### config.mk
export PLATFORM = sky130hd
export DESIGN_NAME = vga_pattern_gen
export DESIGN_NICKNAME = d
export VERILOG_FILES = /design/src/rtl/vga_pattern_gen.sv
export SDC_FILE = /design/constraint.sdc
export NUM_CORES = 1
export LEC_CHECK = 0
export BUFFER_PORTS_ARGS = -buffer_cell sky130_fd_sc_hd__buf_2
export CORE_MARGIN = 2
export CORE_UTILIZATION = 32
export CTS_BUF_LIST = sky130_fd_sc_hd__clkbuf_2
export CTS_CLUSTER_SIZE = 20
export DETAILED_ROUTE_END_ITERATION = 8
export GPL_TIMING_DRIVEN = 1
export PLACE_DENSITY = 0.5
export SLEW_MARGIN = 20
export SYNTH_ARGS = -nofsm -noshare
export SYNTH_HDL_FRONTEND = slang
export SYNTH_SLANG_ARGS = --single-unit
### constraint.sdc
create_clock -name vga_clk -period 3.95 [get_ports vga_clk]
set_input_delay 0.5925 -clock vga_clk [delete_from_list [all_inputs] [get_ports vga_clk]]
set_output_delay 0.5925 -clock vga_clk [all_outputs]
set_load 0.02 [all_outputs]
### src/rtl/vga_pattern_gen.sv
// vga_pattern_gen: multi-mode RGB565 VGA test-pattern source.
//   Selects among vertical bars, horizontal bars, checkerboard, scrolling bars
//   and a timed solid colour. Mode changes and animation steps happen only at
//   frame end so a frame is never torn.
// Ports:
//   vga_clk   in   pixel clock
//   rst_n     in   asynchronous active-low reset
//   pix_x     in   current x (>= H_VALID is outside the active area)
//   pix_y     in   current y (>= V_VALID is outside the active area)
//   mode_sel  in   requested pattern, sampled only at frame end
//   pix_data  out  registered RGB565 pixel, 1 cycle after pix_x/pix_y
//   mode_cur  out  pattern in effect for the current frame
//   frame_end out  registered 1-cycle pulse after the last active pixel
module vga_pattern_gen #(
    parameter int unsigned H_VALID          = 640,
    parameter int unsigned V_VALID          = 480,
    parameter int unsigned NUM_BARS         = 10,
    parameter int unsigned CHECK_LOG2       = 5,
    parameter int unsigned SCROLL_STEP      = 4,
    parameter int unsigned FRAMES_PER_COLOR = 60
) (
    input  logic        vga_clk,
    input  logic        rst_n,
    input  logic [9:0]  pix_x,
    input  logic [9:0]  pix_y,
    input  logic [2:0]  mode_sel,
    output logic [15:0] pix_data,
    output logic [2:0]  mode_cur,
    output logic        frame_end
);

    localparam int unsigned BW    = H_VALID / NUM_BARS;
    localparam int unsigned BH    = V_VALID / NUM_BARS;
    localparam int unsigned CNT_W = (FRAMES_PER_COLOR > 1) ? $clog2(FRAMES_PER_COLOR) : 1;

    typedef enum logic [2:0] {
        MODE_VBAR   = 3'd0,
        MODE_HBAR   = 3'd1,
        MODE_CHECK  = 3'd2,
        MODE_SCROLL = 3'd3,
        MODE_SOLID  = 3'd4,
        MODE_RSV5   = 3'd5,
        MODE_RSV6   = 3'd6,
        MODE_RSV7   = 3'd7
    } mode_e;

    function automatic logic [15:0] palette(input logic [3:0] idx);
        case (idx)
            4'd0:    palette = 16'hF800;
            4'd1:    palette = 16'hFC00;
            4'd2:    palette = 16'hFFE0;
            4'd3:    palette = 16'h07E0;
            4'd4:    palette = 16'h07FF;
            4'd5:    palette = 16'h001F;
            4'd6:    palette = 16'hF81F;
            4'd7:    palette = 16'h0000;
            4'd8:    palette = 16'hFFFF;
            default: palette = 16'hD69A;
        endcase
    endfunction

    // Remainder pixels past the last full bar clamp onto the last colour.
    function automatic logic [3:0] bar_idx(input logic [10:0] c, input int unsigned w);
        int unsigned q;
        q = 32'(c) / w;
        if (q > NUM_BARS - 1) q = NUM_BARS - 1;
        return 4'(q);
    endfunction

    mode_e              mode_q, mode_d;
    mode_e              sel_m;
    logic [9:0]         off_q, off_d;
    logic [3:0]         idx_q, idx_d;
    logic [CNT_W-1:0]   cnt_q, cnt_d;
    logic [15:0]        pix_q, pix_d;
    logic               fe_q;
    logic               fe_cond;
    logic               active;
    logic [10:0]        xs;
    logic [10:0]        off_sum;

    // Pixel path: colour from the mode of the current frame.
    always_comb begin
        active = (32'(pix_x) < H_VALID) && (32'(pix_y) < V_VALID);
        xs     = {1'b0, pix_x} + {1'b0, off_q};
        if (32'(xs) >= H_VALID) xs = xs - 11'(H_VALID);
        pix_d  = '0;
        if (active) begin
            case (mode_q)
                MODE_VBAR:   pix_d = palette(bar_idx({1'b0, pix_x}, BW));
                MODE_HBAR:   pix_d = palette(bar_idx({1'b0, pix_y}, BH));
                MODE_CHECK:  pix_d = (pix_x[CHECK_LOG2] ^ pix_y[CHECK_LOG2]) ? 16'hFFFF : 16'h0000;
                MODE_SCROLL: pix_d = palette(bar_idx(xs, BW));
                MODE_SOLID:  pix_d = palette(idx_q);
                default:     pix_d = 16'hD69A;
            endcase
        end
    end

    // Frame-synchronous state: entry clears are tested first so they win
    // over the increment of the mode being entered.
    always_comb begin
        fe_cond = (pix_x == 10'(H_VALID - 1)) && (pix_y == 10'(V_VALID - 1));
        sel_m   = mode_e'(mode_sel);
        off_sum = {1'b0, off_q} + 11'(SCROLL_STEP);
        mode_d  = mode_q;
        off_d   = off_q;
        idx_d   = idx_q;
        cnt_d   = cnt_q;
        if (fe_cond) begin
            mode_d = sel_m;
            if (sel_m == MODE_SCROLL && mode_q != MODE_SCROLL) begin
                off_d = '0;
            end else if (mode_q == MODE_SCROLL) begin
                off_d = (32'(off_sum) >= H_VALID) ? 10'(off_sum - 11'(H_VALID)) : off_sum[9:0];
            end
            if (sel_m == MODE_SOLID && mode_q != MODE_SOLID) begin
                cnt_d = '0;
                idx_d = '0;
            end else if (mode_q == MODE_SOLID) begin
                if (cnt_q == CNT_W'(FRAMES_PER_COLOR - 1)) begin
                    cnt_d = '0;
                    idx_d = (idx_q == 4'(NUM_BARS - 1)) ? 4'd0 : idx_q + 4'd1;
                end else begin
                    cnt_d = cnt_q + 1'b1;
                end
            end
        end
    end

    always_ff @(posedge vga_clk or negedge rst_n) begin
        if (!rst_n) begin
            mode_q <= MODE_VBAR;
            off_q  <= '0;
            idx_q  <= '0;
            cnt_q  <= '0;
            pix_q  <= '0;
            fe_q   <= 1'b0;
        end else begin
            mode_q <= mode_d;
            off_q  <= off_d;
            idx_q  <= idx_d;
            cnt_q  <= cnt_d;
            pix_q  <= pix_d;
            fe_q   <= fe_cond;
        end
    end

    assign pix_data  = pix_q;
    assign mode_cur  = mode_q;
    assign frame_end = fe_q;

endmodule

Word-level counts from Yosys, hierarchy flattened. Memory sizes are Yosys's and may differ from the RTL's. Index checks and enable logic that the tools add are counted.

Bits in registers: 40. Memory bits (read-only): 1024. Input bits: 25. Output and inout port bits: 20. Word-level logic and storage cells: 71. Memories kept: 4.

Add/sub/neg operators: 6. Divide/modulo/power cells: 1. Magnitude comparators: 7. Equality and inequality tests: 12. Muxes and demuxes: 23. Bitwise logic cells: 1. Reduce and logical (&&, ||, !) cells: 11.

Memories: (name not given) (words 16, width 16, read ports 1, clocked after memory_dff 0, wr ports 0, RTL line 48) `case (idx)`; (name not given) (words 16, width 16, read ports 1, clocked after memory_dff 0, wr ports 0, RTL line 48); (name not given) (words 16, width 16, read ports 1, clocked after memory_dff 0, wr ports 0, RTL line 48); (name not given) (words 16, width 16, read ports 1, clocked after memory_dff 0, wr ports 0, RTL line 48).

Operator list (count): $pmux 16 s5 (1); $mux 4 (13); $div 10x6->32 const B (1); $gt 32x4->1 const B (1); $mux 16 (2); $mux 10 (3); $ge 11x10->1 const B (2); $mux 6 (3); $add 10x10->11 (1); $add 10x3->11 const B (1); $mux 11 (1); $sub 11x10->11 const B (1); $eq 10x10->1 const B (1); $eq 10x9->1 const B (1); $lt 10x10->1 const B (1); $lt 10x9->1 const B (1); $sub 10x10->10 const B (1); $eq 3x2->1 const B (3); $add 6x1->6 const B (1); $eq 3x3->1 const B (2); $eq 6x6->1 const B (1); $reduce_bool 2->1 (3); $gt 5x4->1 const B (1); $add 4x1->4 const B (1); 10 further kinds (14).

Longest topological paths before layout. Gate-level depths: netlist of the first run. An unclocked memory read counts as a cell.

Depth after elaboration: 10. Gate-level depth with buffers: 14. Mapped depth without buffers: 14.

Worst setup path before layout of the first run. Ideal clock, no wire load.

Path type: input-to-reg. From: input pix_x[5]. To: register pix_q[13] (netlist: pix_data[13]). Setup time: 0.101 ns. Arrival: 3.333 ns. Required time: 3.849 ns. Slack: 0.516 ns. Stages: 13. Path buffers: 0. Path through: ha_1 a21o_1 a221o_1 xor2_2 inv_2 ha_1 inv_1 a2111oi_0 a211oi_1 nor2_1 o21a_1 a21oi_1 o32ai_1.

Longest elaborated chain between the ends: 10. Elaborated cells on any way between the ends: 15. Classes of those cells: 2 x add/sub; 3 x order compare; 7 x mux; 1 x bitwise; 1 x reduce/logical; 1 x memory.

RTL lines: start: declaration (RTL line 24) `input logic [9:0] pix_x,`; $add 10x10->11 (RTL line 85) `xs = {1'b0, pix_x} + {1'b0, off_q};`; $sub 11x10->11 or $ge 11x10->1 (tied branches) (RTL line 86) `if (32'(xs) >= H_VALID) xs = xs - 11'(H_VALID);`; $mux 11 (RTL line 86); $gt 5x4->1 (RTL line 66) `if (q > NUM_BARS - 1) q = NUM_BARS - 1;`; $mux 4 (RTL line 66); $mux 4 (RTL line 89) `case (mode_q)`; $mux 4 (RTL line 88) `if (active) begin`; $mem_v2 16x16; $pmux 16 s5 (RTL line 89); $mux 16 (*) (RTL line 88); end signal: assignment (RTL line 144) `pix_q <= pix_d;`; end: declaration (RTL line 75) `logic [15:0] pix_q, pix_d;`.

Mark *: on every way between the ends. The rest lies on a longest branch, timed or not. The select of a mux whose other input is x is not followed. A chain may end at the register's enable or synchronous reset.

Final worst setup path of the first run.
From: register off_q[5]. To: register pix_q[13] (netlist: pix_data[13]).

Longest elaborated chain between the ends: 10. Elaborated cells on any way between the ends: 11. Classes of those cells: 2 x add/sub; 2 x order compare; 6 x mux; 1 x memory.

RTL lines: start: declaration (RTL line 72) `logic [9:0] off_q, off_d;`; start signal: assignment (RTL line 134) `off_q <= '0;`; start signal: assignment (RTL line 141) `off_q <= off_d;`; $add 10x10->11 (*) (RTL line 85); $sub 11x10->11 or $ge 11x10->1 (tied branches) (RTL line 86); $mux 11 (*) (RTL line 86); $gt 5x4->1 (RTL line 66); $mux 4 (*) (RTL line 66); $mux 4 (*) (RTL line 89); $mux 4 (*) (RTL line 88); $mem_v2 16x16 (*); $pmux 16 s5 (*) (RTL line 89); $mux 16 (*) (RTL line 88).

Marks and branches as above.

==> results of run 1 <==
-- path summary, 6_finish.rpt --
check / start / end / slack, ps / cells past startpoint
min in group vga_clk: mode_sel[2] / mode_cur[2] / 460 / 2
worst min register to register: cnt_q[1] / cnt_q[1] / 520 / 2
max in group asynchronous: rst_n / pix_data[4] / 3250 / 1
worst max register to register: off_q[5] / pix_data[13] / 350 / 13
worst min-delay path: rst_n / pix_data[13] / 230 / 1
worst max-delay path: off_q[5] / pix_data[13] / 350 / 13
-- worst max-delay path, delay by kind of cell (launching register included) --
kind | cells | cell delay, ps
AO/OA/AOI/OAI | 7 | 1760
XOR/XNOR | 1 | 200
adder cells (fa/ha/maj) | 2 | 570
buffers and inverters | 2 | 220
flip-flops | 1 | 480
AND/OR/NAND/NOR | 1 | 300
-- metal layers --
layer | vias up | routed length [um]
met5 | - | 0
met4 | 0 | 67
met3 | 6 | 347
met2 | 82 | 4040
met1 | 1535 | 4410
li1 | 1662 | -
-- power groups by stage --
stage                     Clock (uW)  Sequential, uW  Combinational (uW)
after floorplan                    0             315                 173
after global placement             0             309                 243
after detailed placement           0             309                 242
after CTS                        234             304                 243
after global routing             251             304                 271
final                            223             304                 246
-- sequential cells by signal, summed over array words and instances (netlist names) --
register	count
pix_data	7
mode_cur	3
off_q	8
frame_end	1
idx_q	4
cnt_q	6
-- cell type report --
type                            count  area [um2]  share of cell area
Tap cell                          136         170              0.0463
Timing Repair Buffer               50         265              0.0722
Inverter                           18        67.6              0.0184
Multi-Input combinational cell    352        2380               0.648
Clock inverter                      3        41.3              0.0112
Clock buffer                        5        25.0             0.00681
Sequential cell                    29         726               0.197
-- cells in the final DEF, fill, tap and decap left out, types with 7 or more instances in the layout --
cell / instances
sky130_fd_sc_hd__dfrtp_1: 29
sky130_fd_sc_hd__nand2_1: 42
sky130_fd_sc_hd__inv_1: 17
sky130_fd_sc_hd__nand4_1: 7
sky130_fd_sc_hd__buf_2: 44
sky130_fd_sc_hd__nand2b_1: 9
sky130_fd_sc_hd__nor2_1: 30
sky130_fd_sc_hd__nand3_1: 17
sky130_fd_sc_hd__and2_1: 8
sky130_fd_sc_hd__ha_1: 15
sky130_fd_sc_hd__o21ai_0: 34
sky130_fd_sc_hd__xnor2_1: 13
sky130_fd_sc_hd__nor3_1: 8
sky130_fd_sc_hd__nand3b_1: 7
sky130_fd_sc_hd__a21oi_1: 26
sky130_fd_sc_hd__a21o_1: 9
-- through the flow --
stage | total power, uW | cells | instance area, um2 | hold WS (ps) | worst slack [ps]
final | 773 | 593 | 3670 | 229 | 354
after global routing | 826 | 593 | 3670 | 263 | 65.1
after CTS | 781 | 593 | 3660 | 249 | 319
after detailed placement | 551 | 585 | 3600 | 487 | 62.5
after global placement | 551 | 585 | 3600 | 479 | 219
after floorplan | 489 | 427 | 3300 | 297 | 516
-- kinds of logic after synthesis --
kind of cell / count (synthesis) / share of synthesized area
AND/OR/NAND/NOR: 159 / 0.251
XOR/XNOR: 18 / 0.0500
buffers and inverters: 46 / 0.0640
adder cells (fa/ha/maj): 17 / 0.0629
AO/OA/AOI/OAI: 150 / 0.326
flip-flops: 29 / 0.220
multiplexers: 8 / 0.0261
==> summary.md, run 1 <==
The post-route clock period utilization was 0.910. sky130_fd_sc_hd__dfrtp_1 takes more of the synthesized area than any other cell. In this run the power spent charging and discharging nets is 270 uW.

The routing usage on met1 is 0.226, and the proportion of layout cells with a drive suffix above 1 is 0.175. In this design, the stage delay of the slowest critical-path cell is 480 ps. Derived from the worst setup path, the maximum achievable clock frequency is 278 MHz. The setup clock skew after layout is 25.7 ps.

The global routing stage identified its most utilized layer as met2. Initial standard-cell utilization of the core: 0.324. The slowest stage of the critical path belongs to the cell sky130_fd_sc_hd__dfrtp_1.

Placeable core region: 10200 um2. The remaining max-slew budget at the tightest pin came out at 0.431. The logs give 3300 um2 for the combined area of all synthesized cells and 2 for the buffer depth of the longest clock path.

In this run, distinct cell masters in the synthesized netlist total 74. During synthesis, Yosys emitted a total of 0 warnings. Setup violations remaining at the end of the flow were counted as 0.

The worst path needs 3600 ps of the cycle, external delays included. The run gives 37 as the cell row count. Most common cell type on the critical path: sky130_fd_sc_hd__ha_1.

The count of maximum capacitance violations came out at 0. Once detailed placement completed, the half-perimeter wirelength came to 6880 um. Synthesis produced a netlist with a net count of 467. The total count of hold-check failures in the final report came out at 0.

Dividing the detail-routed wire length by the instance count gives 14.9 um. The global placer's final weighted congestion is 0.887. The via count of the first global-routing pass came out at 2941. The async set or reset register ratio after synthesis is 1.00, and the routed wire length is 8860 um. The run gives 1072 as the number of fillers in the final layout. Of all nets on the critical path, the largest fanout is 6. The internal power came out at 503 uW.

The count of nets left with antenna violations once routing finished came out at 0. The first global-routing pass estimated 14400 um of wire. The number of clock buffers added by TritonCTS is 5.

The run finished with clean final reports. The portion of total power attributed to sequential cells came out at 0.393. The worst setup path is of the reg2reg kind. Port buffering added 44 buffers. The critical path goes through ha_1 -> a21o_1 -> a221o_1 -> xor2_4 -> inv_2 -> ha_1 -> inv_1 -> a2111oi_1 -> a211oi_1 -> nor2_1 -> o21a_1 -> a21oi_1 -> o32ai_1. Summed over all layers, the global routing overflow is 0. TritonCTS built the clock tree. For the pin with the worst max-slew slack, the measured transition is 851 ps.

The number of enable flip-flop cells after synthesis is 0, and the share of the synthesized area in the top cell type is 0.220. Clock latency on the worst-skew pair, taken at its later pin, is 370 ps. The via count of the routed design is 3285.

The die width is 106 um, and the pin count of the biggest net entering global routing is 30. The area growth from synthesis to layout is 11.2%. Switching portion of total power: 0.349.

The commonest cells after synthesis are sky130_fd_sc_hd__nand2_1, sky130_fd_sc_hd__o21ai_0, sky130_fd_sc_hd__nor2_1. Quantity of hold-fixing buffers added after cts: 0. The tools report the endpoint type of the worst setup path as a flip-flop. 45 I/O pins were placed. After synthesis the netlist holds a flip-flop and latch count of 29. The power density relative to cell area was 210 nW/um2. CTS built an H-tree with a depth of 2.

Once the clock tree was built, the resizer swapped 0 gates to a different size. Clock tree synthesis found a total of 29 sinks. For the die area, the log shows 11200 um2. The number of remaining DRC errors is 0, and the sum of negative setup slack is 0 ps. The data arrival time of the critical path is 3880 ps, and the final count of pins violating max slew is 0. Data on the critical path is required at its endpoint by 4240 ps. In this run the worst hold path is classified as in2async. The die is 106 um tall. After the first detailed-routing iteration, the DRC count stood at 169. For the global-route track usage on met2, the log shows 0.254. Most frequent cell after synthesis: sky130_fd_sc_hd__nand2_1. The critical path launch point type was a flip-flop.

The met3 usage in global routing was 0.0223. By area the synthesized netlist is led by sky130_fd_sc_hd__dfrtp_1, sky130_fd_sc_hd__ha_1, sky130_fd_sc_hd__o21ai_0. The share of synthesized area occupied by flip-flops and latches was 0.220; the number of antenna violations at the first check in global routing was 0. Counting every instance in the synthesized netlist gives 427.

The first detailed-routing pass ran for 5 iterations. The aggregate global-route resource usage was 0.158; the worst supply voltage drop on vdd was 0.102 mV. In the final design database the tool counted 496 nets. The synthesized area divided by synthesized cell count was 7.74 um2. The run gives 0.289 as the clock network power share. Most frequently used flop master after synthesis: sky130_fd_sc_hd__dfrtp_1. Setup repair after global routing left no endpoint under its margin. 0 antenna diodes ended up in the layout. The tools report the combinational power share as 0.318. Buffers added to address setup during post-CTS repair amount to 0. The tools report the fraction of the core area covered by cells at the end of the flow as 0.361.

Summed over all cells, the static leakage comes to 0.00155 uW. The detail-routed via count per cell is 5.54, and the clock slew at the register clock pins of the worst setup and hold paths is 190 ps. The clock root buffer is sky130_fd_sc_hd__clkbuf_2.
(Power assumes the default switching activity.)
==> run 2: changes to the inputs <==
--- a/config.mk
+++ b/config.mk
@@ -7,12 +7,12 @@
 export LEC_CHECK = 0
 export BUFFER_PORTS_ARGS = -buffer_cell sky130_fd_sc_hd__buf_2
 export CORE_MARGIN = 2
-export CORE_UTILIZATION = 32
+export CORE_UTILIZATION = 61
 export CTS_BUF_LIST = sky130_fd_sc_hd__clkbuf_2
 export CTS_CLUSTER_SIZE = 20
 export DETAILED_ROUTE_END_ITERATION = 8
 export GPL_TIMING_DRIVEN = 1
-export PLACE_DENSITY = 0.5
+export PLACE_DENSITY = 0.85
 export SLEW_MARGIN = 20
 export SYNTH_ARGS = -nofsm -noshare
 export SYNTH_HDL_FRONTEND = slang
==> run 2 against run 1 <==
Power rose by 0.57%. Non-clock buffer count fell by 2. Die area fell by 46%. Clock skew fell by 10 ps. Sequential cell count did not move. Highest routed layer unchanged. Routed wire length fell by 7.5%. Critical path type unchanged.
==> summary.md, run 2 (synthesis results as in run 1) <==
The power density relative to cell area is 218 nW/um2 (+3.6%). The flow ran to the end, and the final reports show no timing, DRC or antenna violations. The routed wire length came out at 8200 um (-7.5%). The register with the most flip-flops in the final layout is off_q. The count of port buffers added during placement works out to 44 (unchanged). Data arrival time of the critical path: 3840 ps (-40 ps). The total placed cells including tap cells is 517 (-12%), and the sequential standard cell area is 726 um2 (unchanged). In the layout the commonest cells are sky130_fd_sc_hd__buf_2, sky130_fd_sc_hd__nand2_1, sky130_fd_sc_hd__o21ai_0. For the HPWL after detailed placement, the log shows 6290 um (-8.5%).

In this run the worst hold path is classified as in2async. Setup repair after global routing left no endpoint under its margin. Final count of pins violating max slew: 0 (unchanged). The worst register-to-register path begins at off_q[5].

The die area was 6020 um2 (-46%). Setup slack on the worst flop-to-flop path: 380 ps (+30 ps). The tools report the number of remaining DRC errors as 0 (unchanged). The leading cell type in the layout, fill and taps excluded was sky130_fd_sc_hd__buf_2. The cell row count was 26 (-30%); the pin count of the biggest net entering global routing was 30 (unchanged).

The proportion of layout cells with a drive suffix above 1 is 0.171 (-0.00363). For the required time of the critical path, the log shows 4220 ps (-20 ps). The run gives 0 (unchanged) as the total count of hold-check failures in the final report.

The logs give 2 (unchanged) for the buffer depth of the longest clock path and 3096 (+5.3%) for the via count of the first global-routing pass. The count of maximum capacitance violations is 0 (unchanged). Initial standard-cell utilization of the core: 0.639 (+0.314). The first-pass GRT wire length came out at 14000 um (-2.9%). The reported leakage power is 0.00154 uW (-0.79%), and the per-cell routed wire length is 15.6 um (+4.5%).

The total inserted antenna cells is 0 (unchanged), and the layout-stage area growth over the synthesis result is 7.91%. The worst register-to-register path ends at pix_data[4]. Placeable core region: 5170 um2 (-49%). The post-route clock period utilization works out to 0.904 (-0.00634).

The logs give 5 (unchanged) for the clock buffer count from CTS and 390 ps (+20 ps) for the later-pin clock latency in the skew report. The detail-routed via count per cell is 6.44 (+16%), and the via count of the routed design is 3383 (+3.0%). The clock slew at the register clock pins of the worst setup and hold paths was 190 ps (about the same); the number of fillers in the final layout was 423 (-61%). The largest driver fanout on the critical path is 6 (unchanged), and the global placer's final weighted congestion is 0.931 (+5.0%).

For the post-layout net count, the log shows 494 (-0.40%). The die width is 77.6 um (-27%). The remaining global-route overflow is 0 (unchanged). The number of ports placed on the die boundary is 45 (unchanged), and the total area of multi-input combinational cells is 2370 um2 (-0.47%).

The highest clock rate was 280 MHz (+0.70%). The post-layout instance count excluding filler cells is 525 (-11%). The aggregate global-route resource usage is 0.284 (+0.126), and the quantity of hold-fixing buffers added after cts is 0 (unchanged). The sum of negative setup slack was 0 ps (unchanged). By startpoint and endpoint, the worst setup path is classified as reg2reg. The tools report the number of sinks on the clock net as 29 (unchanged). The tools report the remaining max-slew budget at the tightest pin as 0.410 (-0.0217). TritonCTS built the clock tree.

The count of cells along the worst register-to-register path was 13 (unchanged). In this run the clock root is driven by a sky130_fd_sc_hd__clkbuf_2. STA classifies the critical path startpoint as a flip-flop. Time the worst path needs with I/O delays and setup: 3570 ps (-25.0 ps).

The count of routing violations after the opening detailed-route iteration came out at 221 (+31%). The endpoint type of the worst setup path is a flip-flop. The run gives 0 (unchanged) as the number of antenna violations at the first check in global routing. In this run the worst setup path begins at off_q[5]. The slew at the pin with the worst max-slew slack came out at 884 ps (+32.5 ps). For the setup clock skew after layout, the log shows 15.7 ps (-10.0 ps). Number of flip-flops in the largest register: 8 (unchanged). The number of routed nets with antenna violations is 0 (unchanged). The run gives 0.170 mV (+68%) as the worst supply voltage drop on vdd. The setup violation total in the final timing report was 0 (unchanged).

First-pass iteration count of the detailed router: 5 (unchanged). The overall die height was 77.6 um (-27%); the depth of the CTS H-tree was 2 (unchanged).
==> run 2: layout make-up <==
type,instances,area share
multi-input cells,352,0.664
flip-flops and latches,29,0.204
repair buffers,48,0.0702
well taps,70,0.0246
inverters,18,0.0189
clock inverters,3,0.0116
clock buffers,5,0.00702
==> run 2: worst max-delay path: stages, from the launching register on <==
cell,delay [ps]
sky130_fd_sc_hd__dfrtp_1,480
sky130_fd_sc_hd__ha_1,380
sky130_fd_sc_hd__a21o_1,280
sky130_fd_sc_hd__a221o_1,420
sky130_fd_sc_hd__xor2_2,170
sky130_fd_sc_hd__inv_2,90
sky130_fd_sc_hd__ha_1,190
sky130_fd_sc_hd__inv_1,110
sky130_fd_sc_hd__a2111oi_1,390
sky130_fd_sc_hd__a211oi_1,130
sky130_fd_sc_hd__nor2_1,290
sky130_fd_sc_hd__o221ai_1,180
sky130_fd_sc_hd__a21oi_1,240
sky130_fd_sc_hd__o22ai_1,120
==> run 2: worst max-delay path by stage <==
| stage | slack, ps | end | depth (start not counted) |
|---|---|---|---|
| global route | 0.1 | pix_data[13] | 13 |
| detailed placement | 100 | pix_data[4] | 14 |
| global placement | 230 | pix_data[13] | 14 |
| finish | 380 | pix_data[4] | 13 |
| CTS | 340 | pix_data[4] | 13 |
| floorplan | 520 | pix_data[13] | 13 |
==> run 2: report_power, final <==
| part | leakage [uW] | switching (uW) | internal, uW |
|---|---|---|---|
| combinational | 0.00112 | 148 | 98.1 |
| clock | 0.0000366 | 123 | 105 |
| sequential | 0.000380 | 2.13 | 302 |
| total | 0.00154 | 273 | 504 |
==> run 2: what timing repair did <==
| item | CTS | global route |
|---|---|---|
| endpoints found under the hold margin | 0 | 0 |
| setup buffers | 0 | 0 |
| endpoints found under the setup margin | 0 | 3 |
| gates resized for setup | 0 | 1 |
==> run 2: layer usage <==
layer / up-vias / routed length [um] / GRT usage
met2: 125 / 3860 / 0.466
met5: - / 0 / 0
met1: 1588 / 3650 / 0.381
li1: 1651 / - / -
met4: 0 / 145 / 0.0893
met3: 19 / 547 / 0.0477
==> run 2: metrics by stage <==
step           utilization  cell area (um2)  worst slack (ps)  total power [uW]  hold slack [ps]
2_1_floorplan            -             3300               516               489              297
3_3_place_gp         0.676             3500               226               546              472
3_5_place_dp         0.676             3500               103               550              518
4_1_cts              0.689             3560               339               778              207
5_1_grt              0.689             3570             0.139               820              256
6_report             0.689             3570               379               778              200
